`src/rtl/pmp_csr_bank_if.sv`:
```
// pmp_csr_bank_if: CSR-unit side of the PMP CSR bank.
//   master (CSR unit): drives StallW, CSRMWriteM, CSRAdrM and CSRWriteValM,
//                      receives CSRPMPReadValM and IllegalPMPAccessM.
//   slave  (bank)    : the mirror image of master.
interface pmp_csr_bank_if #(
    parameter int XLEN = 64
);
    logic            StallW;
    logic            CSRMWriteM;
    logic [11:0]     CSRAdrM;
    logic [XLEN-1:0] CSRWriteValM;
    logic [XLEN-1:0] CSRPMPReadValM;
    logic            IllegalPMPAccessM;

    modport master (
        output StallW, CSRMWriteM, CSRAdrM, CSRWriteValM,
        input  CSRPMPReadValM, IllegalPMPAccessM
    );

    modport slave (
        input  StallW, CSRMWriteM, CSRAdrM, CSRWriteValM,
        output CSRPMPReadValM, IllegalPMPAccessM
    );
endinterface

```
`src/rtl/pmp_csr_bank.sv`:
```
// pmp_csr_bank: machine-mode pmpcfg/pmpaddr register file.
//   clk, reset          : clock, synchronous active-high reset
//   bus (slave)         : CSR write strobe/address/data, stall, read data,
//                         illegal-address flag
//   PMPCFG_ARRAY_REGW   : per-entry cfg byte {L,0,0,A[1:0],X,W,R}
//   PMPADDR_ARRAY_REGW  : per-entry address PA[PA_BITS-1:2]
// With PMP_ENTRIES=0 a single dummy slot keeps the output arrays legal;
// it is tied to zero and holds no state.

// One PMP entry: a cfg byte and an address register with WARL and lock rules.
module pmp_csr_entry #(
    parameter int AW = 54
) (
    input  logic          clk,
    input  logic          reset,
    input  logic          cfgWe,
    input  logic [7:0]    cfgWdata,
    input  logic          addrWe,
    input  logic [AW-1:0] addrWdata,
    input  logic          nextTorLock,  // entry i+1 is locked TOR
    output logic [7:0]    cfg,
    output logic [AW-1:0] addr
);
    logic [7:0] cfgWarl;

    // Bits 6:5 dropped; W only kept alongside R.
    assign cfgWarl = {cfgWdata[7], 2'b00, cfgWdata[4:3], cfgWdata[2],
                      cfgWdata[1] & cfgWdata[0], cfgWdata[0]};

    always_ff @(posedge clk) begin
        if (reset) begin
            cfg  <= '0;
            addr <= '0;
        end else begin
            // Lock checks use the pre-write cfg, so setting L takes effect
            // and blocks only later writes.
            if (cfgWe && !cfg[7])
                cfg <= cfgWarl;
            if (addrWe && !cfg[7] && !nextTorLock)
                addr <= addrWdata;
        end
    end
endmodule

module pmp_csr_bank #(
    parameter int XLEN        = 64,
    parameter int PMP_ENTRIES = 16,
    parameter int PA_BITS     = 56,
    localparam int NE         = (PMP_ENTRIES > 0) ? PMP_ENTRIES : 1,
    localparam int AW         = PA_BITS - 2
) (
    input  logic                    clk,
    input  logic                    reset,
    pmp_csr_bank_if.slave           bus,
    output logic [NE-1:0][7:0]      PMPCFG_ARRAY_REGW,
    output logic [NE-1:0][AW-1:0]   PMPADDR_ARRAY_REGW
);
    localparam int BYTES    = XLEN / 8;   // cfg bytes per pmpcfg CSR
    localparam int CFG_STEP = BYTES / 4;  // RV64 uses even pmpcfg numbers only

    logic [11:0]   adr;
    logic [5:0]    addrIdx;
    logic          cfgHit, addrHit, illegal, wrEn;
    logic [AW-1:0] addrWdata;

    assign adr     = bus.CSRAdrM;
    assign cfgHit  = (adr[11:4] == 8'h3A);
    assign addrHit = (adr >= 12'h3B0) && (adr <= 12'h3EF);
    // Low six bits of 0x3B0 are 0x30; the wrap gives K = 0..63 on a hit.
    assign addrIdx = adr[5:0] - 6'h30;
    assign illegal = (XLEN == 64) && cfgHit && adr[0];
    assign wrEn    = bus.CSRMWriteM && !bus.StallW;

    assign bus.IllegalPMPAccessM = illegal;

    // pmpaddr write data: low AW bits, zero-filled above XLEN on RV32.
    generate
        if (XLEN >= AW) begin : gWdTrunc
            assign addrWdata = bus.CSRWriteValM[AW-1:0];
        end else begin : gWdExt
            assign addrWdata = {{(AW-XLEN){1'b0}}, bus.CSRWriteValM};
        end
    endgenerate

    generate
        if (PMP_ENTRIES > 0) begin : gEntries
            logic [NE-1:0]           torLock;
            logic [NE-1:0][XLEN-1:0] rdPart;
            logic [XLEN-1:0]         rdVal;

            for (genvar i = 0; i < NE; i++) begin : gEnt
                localparam int CSR_N    = (i / BYTES) * CFG_STEP;
                localparam int BYTE_POS = i % BYTES;

                logic            cfgSel, addrSel, nextTor;
                logic [XLEN-1:0] addrRd;

                assign cfgSel  = cfgHit && !illegal && (adr[3:0] == 4'(CSR_N));
                assign addrSel = addrHit && (addrIdx == 6'(i));

                if (i + 1 < NE) begin : gNext
                    assign nextTor = torLock[i+1];
                end else begin : gLast
                    assign nextTor = 1'b0;
                end

                pmp_csr_entry #(.AW(AW)) uEntry (
                    .clk         (clk),
                    .reset       (reset),
                    .cfgWe       (wrEn && cfgSel),
                    .cfgWdata    (bus.CSRWriteValM[8*BYTE_POS +: 8]),
                    .addrWe      (wrEn && addrSel),
                    .addrWdata   (addrWdata),
                    .nextTorLock (nextTor),
                    .cfg         (PMPCFG_ARRAY_REGW[i]),
                    .addr        (PMPADDR_ARRAY_REGW[i])
                );

                assign torLock[i] = PMPCFG_ARRAY_REGW[i][7] &&
                                    (PMPCFG_ARRAY_REGW[i][4:3] == 2'b01);

                if (XLEN >= AW) begin : gRdExt
                    assign addrRd = {{(XLEN-AW){1'b0}}, PMPADDR_ARRAY_REGW[i]};
                end else begin : gRdTrunc
                    assign addrRd = PMPADDR_ARRAY_REGW[i][XLEN-1:0];
                end

                // At most one entry contributes for any address.
                assign rdPart[i] = cfgSel  ? ({{(XLEN-8){1'b0}}, PMPCFG_ARRAY_REGW[i]} << (8*BYTE_POS)) :
                                   addrSel ? addrRd : '0;
            end

            always_comb begin
                rdVal = '0;
                for (int i = 0; i < NE; i++)
                    rdVal = rdVal | rdPart[i];
            end

            assign bus.CSRPMPReadValM = rdVal;
        end else begin : gNone
            assign PMPCFG_ARRAY_REGW  = '0;
            assign PMPADDR_ARRAY_REGW = '0;
            assign bus.CSRPMPReadValM = '0;
        end
    endgenerate
endmodule

```
`src/flat_wrapper.sv`:
```
// flat-port wrapper written by rule: the top's interface ports become plain ports
module pmp_csr_bank_flat 
#(
    parameter int XLEN        = 64,
    parameter int PMP_ENTRIES = 16,
    parameter int PA_BITS     = 56,
    localparam int NE         = (PMP_ENTRIES > 0) ? PMP_ENTRIES : 1,
    localparam int AW         = PA_BITS - 2
)
  (clk, reset, PMPCFG_ARRAY_REGW, PMPADDR_ARRAY_REGW, bus_StallW, bus_CSRMWriteM, bus_CSRAdrM, bus_CSRWriteValM, bus_CSRPMPReadValM, bus_IllegalPMPAccessM);
  pmp_csr_bank_if #(.XLEN(XLEN)) bus_i ();
  input  logic clk;
  input  logic reset;
  output logic [NE-1:0][7:0] PMPCFG_ARRAY_REGW;
  output logic [NE-1:0][AW-1:0] PMPADDR_ARRAY_REGW;
  input wire logic [$bits(bus_i.StallW)-1:0] bus_StallW;
  input wire logic [$bits(bus_i.CSRMWriteM)-1:0] bus_CSRMWriteM;
  input wire logic [$bits(bus_i.CSRAdrM)-1:0] bus_CSRAdrM;
  input wire logic [$bits(bus_i.CSRWriteValM)-1:0] bus_CSRWriteValM;
  output wire logic [$bits(bus_i.CSRPMPReadValM)-1:0] bus_CSRPMPReadValM;
  output wire logic [$bits(bus_i.IllegalPMPAccessM)-1:0] bus_IllegalPMPAccessM;
  assign bus_i.StallW = bus_StallW;
  assign bus_i.CSRMWriteM = bus_CSRMWriteM;
  assign bus_i.CSRAdrM = bus_CSRAdrM;
  assign bus_i.CSRWriteValM = bus_CSRWriteValM;
  assign bus_CSRPMPReadValM = bus_i.CSRPMPReadValM;
  assign bus_IllegalPMPAccessM = bus_i.IllegalPMPAccessM;
  pmp_csr_bank #(.XLEN(XLEN), .PMP_ENTRIES(PMP_ENTRIES), .PA_BITS(PA_BITS)) u_core (.clk(clk), .reset(reset), .bus(bus_i), .PMPCFG_ARRAY_REGW(PMPCFG_ARRAY_REGW), .PMPADDR_ARRAY_REGW(PMPADDR_ARRAY_REGW));
endmodule
```
`config.mk`:
```
export PLATFORM = sky130hd
export DESIGN_NAME = pmp_csr_bank_flat
export DESIGN_NICKNAME = d
export VERILOG_FILES = /design/src/rtl/pmp_csr_bank_if.sv /design/src/rtl/pmp_csr_bank.sv /design/src/flat_wrapper.sv
export SDC_FILE = /design/constraint.sdc
export NUM_CORES = 2
export LEC_CHECK = 0
export CAP_MARGIN = 5
export CORE_AREA = 5 5 433 435
export CTS_BUF_LIST = sky130_fd_sc_hd__clkbuf_4 sky130_fd_sc_hd__clkbuf_8
export CTS_CLUSTER_SIZE = 16
export DETAILED_ROUTE_END_ITERATION = 16
export DIE_AREA = 0 0 438 440
export GPL_TIMING_DRIVEN = 0
export PLACE_DENSITY = 0.45
export SLEW_MARGIN = 10
export SYNTH_ARGS = -nofsm -noshare
export SYNTH_HDL_FRONTEND = slang
export SYNTH_SLANG_ARGS = --single-unit
```
`constraint.sdc`:
```
create_clock -name clk -period 3.1 [get_ports clk]
set_input_delay 0.31 -clock clk [delete_from_list [all_inputs] [get_ports clk]]
set_output_delay 0.31 -clock clk [all_outputs]
set_load 0.01 [all_outputs]
```
Yosys cells after proc, flatten, opt, wreduce, memory -nomap -nowiden --
Index checks and enable logic that the tools add are counted.
Storage, ports and cells: register bits after elaboration 960, input bits 80, output and inout bits 1057, logic and storage cells 259
Operators by class: add/sub/neg operators 1, order comparisons 2, equality and inequality tests 32, mux-type cells 32, bitwise gates (word level) 23, reductions and logical operators 137
Operators by type and width (count):
- $mux 64 | 16
- $or 64x64->64 | 15
- $mux 54 | 16
- $logic_and 1x1->1 | 102
- $eq 6x4->1 const B | 8
- $logic_not 1->1 | 33
- $eq 2x1->1 const B | 15
- $eq 6x3->1 const B | 4
- $eq 6x2->1 const B | 2
- $ge 12x10->1 const B | 1
- $le 12x10->1 const B | 1
- $and 1x1->1 | 8
- $eq 8x6->1 const B | 1
- $eq 6x1->1 const B | 1
- $logic_not 6->1 | 1
- $sub 6x6->6 const B | 1
- $eq 4x2->1 const B | 1
- $logic_not 4->1 | 1

Logic depth before layout (Yosys ltp) --
depth in word-level cells 21, gate-level depth with buffers 10, depth with buffers taken out 5

Cells and area by module --
Synthesis repeated with hierarchy kept, for this count alone.
Unflattened totals: cell total of the unflattened synthesis 5443, area total of the unflattened synthesis 43287.8 um2
Modules (own cells, without submodules):
- pmp_csr_entry | times used 16, cells each 260, area an instance 2164.6 um2, seq. area each 1201.2 um2
- pmp_csr_bank | times used 1, cells each 1283, area an instance 8654.6 um2, seq. area each 0.0 um2

Worst setup path after synthesis --
No wires, ideal clock.
path kind input port to output port, from in bus_CSRAdrM[1], to out bus_CSRPMPReadValM[41], arrival time 2.153 ns, required time 2.790 ns, setup slack 0.637 ns, cell stages on the path 9, path buffers 4, cell sequence buf_4 > buf_2 > buf_4 > buf_1 > mux2i_1 > o22ai_1 > o21ai_0 > o211ai_1 > a221o_1
Between the ends: longest elaborated chain between the ends 20
Ends and longest elaborated chain:
- from (decl) | line flat_wrapper.sv:18 | input wire logic [$bits(bus_i.CSRAdrM)-1:0] bus_CSRAdrM;
- $sub 6x6->6 (tied with other cells) | line pmp_csr_bank.sv:70 | assign addrIdx = adr[5:0] - 6'h30;
- $eq 6x1->1 (tied with other cells) | line pmp_csr_bank.sv:99 | assign addrSel = addrHit && (addrIdx == 6'(i));
- $logic_and 1x1->1 | line pmp_csr_bank.sv:99
- $mux 54 | line pmp_csr_bank.sv:130 | addrSel ? addrRd : '0;
- $mux 64 | line pmp_csr_bank.sv:129 | assign rdPart[i] = cfgSel ? ({{(XLEN-8){1'b0}}, PMPCFG_ARRAY_REGW[i]} << (8*BYTE_POS)) :
- $or 64x64->64 (14 in series) | line pmp_csr_bank.sv:136 | rdVal = rdVal | rdPart[i];
- $or 64x64->64 (*) | line pmp_csr_bank.sv:136
- to (decl) | line flat_wrapper.sv:20 | output wire logic [$bits(bus_i.CSRPMPReadValM)-1:0] bus_CSRPMPReadValM;
Every way passes the cells marked *; elsewhere a longest branch is shown, timed or not.

Worst setup path after layout --
from reg u_core.gEntries.gEnt[1].uEntry.addr[43], to out bus_CSRPMPReadValM[43]
Between the ends: longest elaborated chain between the ends 17
Ends and longest elaborated chain:
- from (decl) | line pmp_csr_bank.sv:22 | output logic [AW-1:0] addr
- from (signal assigned) | line pmp_csr_bank.sv:40 | addr <= addrWdata;
- $mux 54 | line pmp_csr_bank.sv:130
- $mux 64 | line pmp_csr_bank.sv:129
- $or 64x64->64 (15 in series) | line pmp_csr_bank.sv:136
Every way passes these cells.

==> flow_summary.json <==
{
  "outcome": "complete, but fails checks",
  "violations": "negative setup slack",
  "p_total_uw": 28900,
  "powerDensity_nw_per_um2": 444,
  "reg2reg_depth": 5,
  "crit_type": "register to primary output",
  "totalWireLength_mm": 405,
  "clock_tree.root_cell": "clkbuf_8",
  "io_pins": 1137,
  "endpoint": "bus_CSRPMPReadValM[43]",
  "avgSynthCellArea_um2": 8.46,
  "firstDrtPassIters": 6,
  "layout-drive-gt1-share": 0.165,
  "r2r_setup_slack_ps": -70,
  "slew_violations": 0,
  "num_rows": 157,
  "portBuffers": 1054,
  "clock-sinks": 960,
  "drc": 0,
  "min_from": "bus_CSRWriteValM[9]",
  "yosysSeqAreaShare": 0.455,
  "rsz0062_at_grt": "yes",
  "ant_nets": 0,
  "chipWidth_um": 438,
  "drt_iter0_drc": 7298,
  "dpl.hpwl_mm": 302,
  "relSlewSlack": 0.0164,
  "setup_ws_ps": -345,
  "ys_seq_elements": 960,
  "skew_ps": 78.1,
  "initial_utilization": 0.231,
  "core_region_area_um2": 183000,
  "synth_area_um2": 42200,
  "fin_area_um2": 65100,
  "area_growth_pct": 54.1,
  "cts_made_buffers": 183,
  "clock_latency_ps": 1010,
  "synthArstFlopShare": 0,
  "synth_edf_count": 0,
  "netlist_instances": 4993,
  "layout_commonest_cell": "nand2_1",
  "dieHeight_um": 440,
  "rr_startpoint": "u_core.gEntries.gEnt[6].uEntry.cfg[7]",
  "clkTransAtPathRegs_ps": 70,
  "die_area_um2": 193000,
  "period_share": 1.11,
  "cts_buffer_depth": 3,
  "antenna_found_initial": 54,
  "ir_worst_vdd_v": 0.000362,
  "setup.worst_path.start": "u_core.gEntries.gEnt[1].uEntry.addr[43]",
  "worst_slew_pin_slew_ps": 1480,
  "leakage_uw": 0.0248,
  "synth_ff_type": "dfxtp_1",
  "setup_viol_count_final": 22,
  "grt_pass1_wl_mm": 502,
  "wl_per_cell_um": 44.9,
  "gp_congestion": 0.951,
  "cp.required_ps": 2790,
  "gr-total-overflow": 0,
  "yosysWarningCount": 0,
  "crit_path_start_kind": "register",
  "fill_cells": 19060,
  "num_vias": 50801,
  "htreeDepth": 4,
  "ys_types": 69,
  "crit_path_end_kind": "primary output",
  "gr-usage-all-layers": 0.398,
  "cap_violations": 0,
  "nets": 6545,
  "min_path_type": "primary input to register",
  "grt_max_degree": 17,
  "fin_crit_ps": 3440,
  "final_hold_viol_count": 0,
  "crit_arrival_ps": 3130,
  "fmax_mhz": 290,
  "routed_via_density": 5.63,
  "final_cell_mix": "nand2_1, clkdlybuf4s50_1, dfxtp_1",
  "grt_pass1_vias": 46430,
  "cp_max_fo": 2,
  "dpl_cell_area_um2": 56700,
  "r2r_end": "u_core.gEntries.gEnt[5].uEntry.addr[23]",
  "cts_tree": "built"
}
[synthesized netlist by cell type, types with 13 or more instances]
cell type / n / area [µm²]
a221o_1: 21 / 210
nand2_1: 1024 / 3840
buf_2: 125 / 626
a21oi_1: 536 / 2680
a221oi_1: 41 / 359
a22oi_1: 139 / 1040
inv_1: 25 / 93.8
nor2b_1: 13 / 81.3
buf_4: 59 / 443
mux2_2: 45 / 507
o22a_1: 23 / 201
nor2_1: 543 / 2040
nand3_1: 51 / 255
o211ai_1: 30 / 225
mux2i_1: 609 / 6100
dfxtp_1: 960 / 19200
o21ai_0: 84 / 420
o22ai_1: 30 / 188
and2_1: 13 / 81.3
a22o_1: 15 / 131
clkbuf_1: 326 / 1220
nor3_1: 29 / 145
and3_1: 17 / 106
nand4_1: 21 / 131
nand2b_1: 19 / 119
[sequential cells by signal, summed over array words and instances, names as in the netlist]
signal / flops
u_core.gEntries.gEnt.uEntry.addr: 864
u_core.gEntries.gEnt.uEntry.cfg: 96
[power breakdown]
group          internal [µW]  switching (µW)  total [µW]
Clock                   7640            6380       14000
Combinational            584            1930        2510
Sequential             12300           0.962       12300
[how the worst min path moves through the flow]
stage	end	slack, ps	depth (start not counted)
after floorplan	u_core.gEntries.gEnt[7].uEntry.cfg[0]	450	2
after global placement	u_core.gEntries.gEnt[7].uEntry.addr[20]	450	2
after detailed placement	u_core.gEntries.gEnt[9].uEntry.addr[2]	460	2
after CTS	u_core.gEntries.gEnt[7].uEntry.addr[9]	30	3
after global routing	u_core.gEntries.gEnt[9].uEntry.addr[9]	120	3
final	u_core.gEntries.gEnt[9].uEntry.addr[9]	130	3
[what timing repair did]
item / 4_1_cts / 5_1_grt
setup buffers: 97 / 26
pin swaps: 97 / 45
setup endpoints to repair: 442 / 113
endpoints found under the hold margin: 374 / 0
cloned: 1 / 2
gates resized for setup: 765 / 143
hold buffers: 44 / 0
[cell type report]
type / instances / area [µm²] / area share
Timing Repair Buffer: 1260 / 12800 / 0.196
Inverter: 25 / 97.6 / 0.00150
Multi-Input combinational cell: 3517 / 22000 / 0.338
Antenna cell: 36 / 90.1 / 0.00138
Clock inverter: 21 / 243 / 0.00373
Clock buffer: 294 / 3640 / 0.0559
Sequential cell: 960 / 19300 / 0.296
Buffer: 518 / 3960 / 0.0608
Tap cell: 2385 / 2980 / 0.0459
[layer usage]
| layer | track usage | vias to the layer above | routed length, µm |
|---|---|---|---|
| met5 | 0 | - | 84 |
| met4 | 0.305 | 12 | 37700 |
| met3 | 0.129 | 1108 | 44600 |
| met2 | 0.615 | 4085 | 176000 |
| met1 | 0.458 | 25415 | 146000 |
| li1 | - | 20181 | - |
[critical path, stage by stage (launching register included)]
cell	delay, ps
dfxtp_2	320
mux2_4	270
nand4_1	100
nand3_2	110
a222oi_1	810
o311ai_1	170
buf_4	230
buf_6	140
[logic make-up (layout without fill, tap and decap cells)]
kind of cell | after synthesis | in the layout | share of synthesized area
and+or+nand+nor | 1805 | 1805 | 0.179
AOI/OAI and AO/OA | 1023 | 1023 | 0.150
DFF | 960 | 960 | 0.455
muxes | 654 | 654 | 0.156
buffers and inverters | 550 | 2118 | 0.0589
other | 1 | 71 | 0.0000888
[stage by stage]
stage | hold slack, ps | instances | setup slack, ps | setup TNS (ps) | utilization
final | 133 | 9016 | -345 | -2020 | 0.356
after global routing | 115 | 8990 | -345 | -1350 | 0.356
after CTS | 27.5 | 8953 | -387 | -6450 | 0.352
after detailed placement | 461 | 8502 | -2850 | -1147330 | 0.311
after global placement | 451 | 8466 | -3450 | -1428620 | 0.306
after floorplan | 446 | 5027 | 637 | 0 | -
Note: power is estimated with default switching activity, not from simulation.
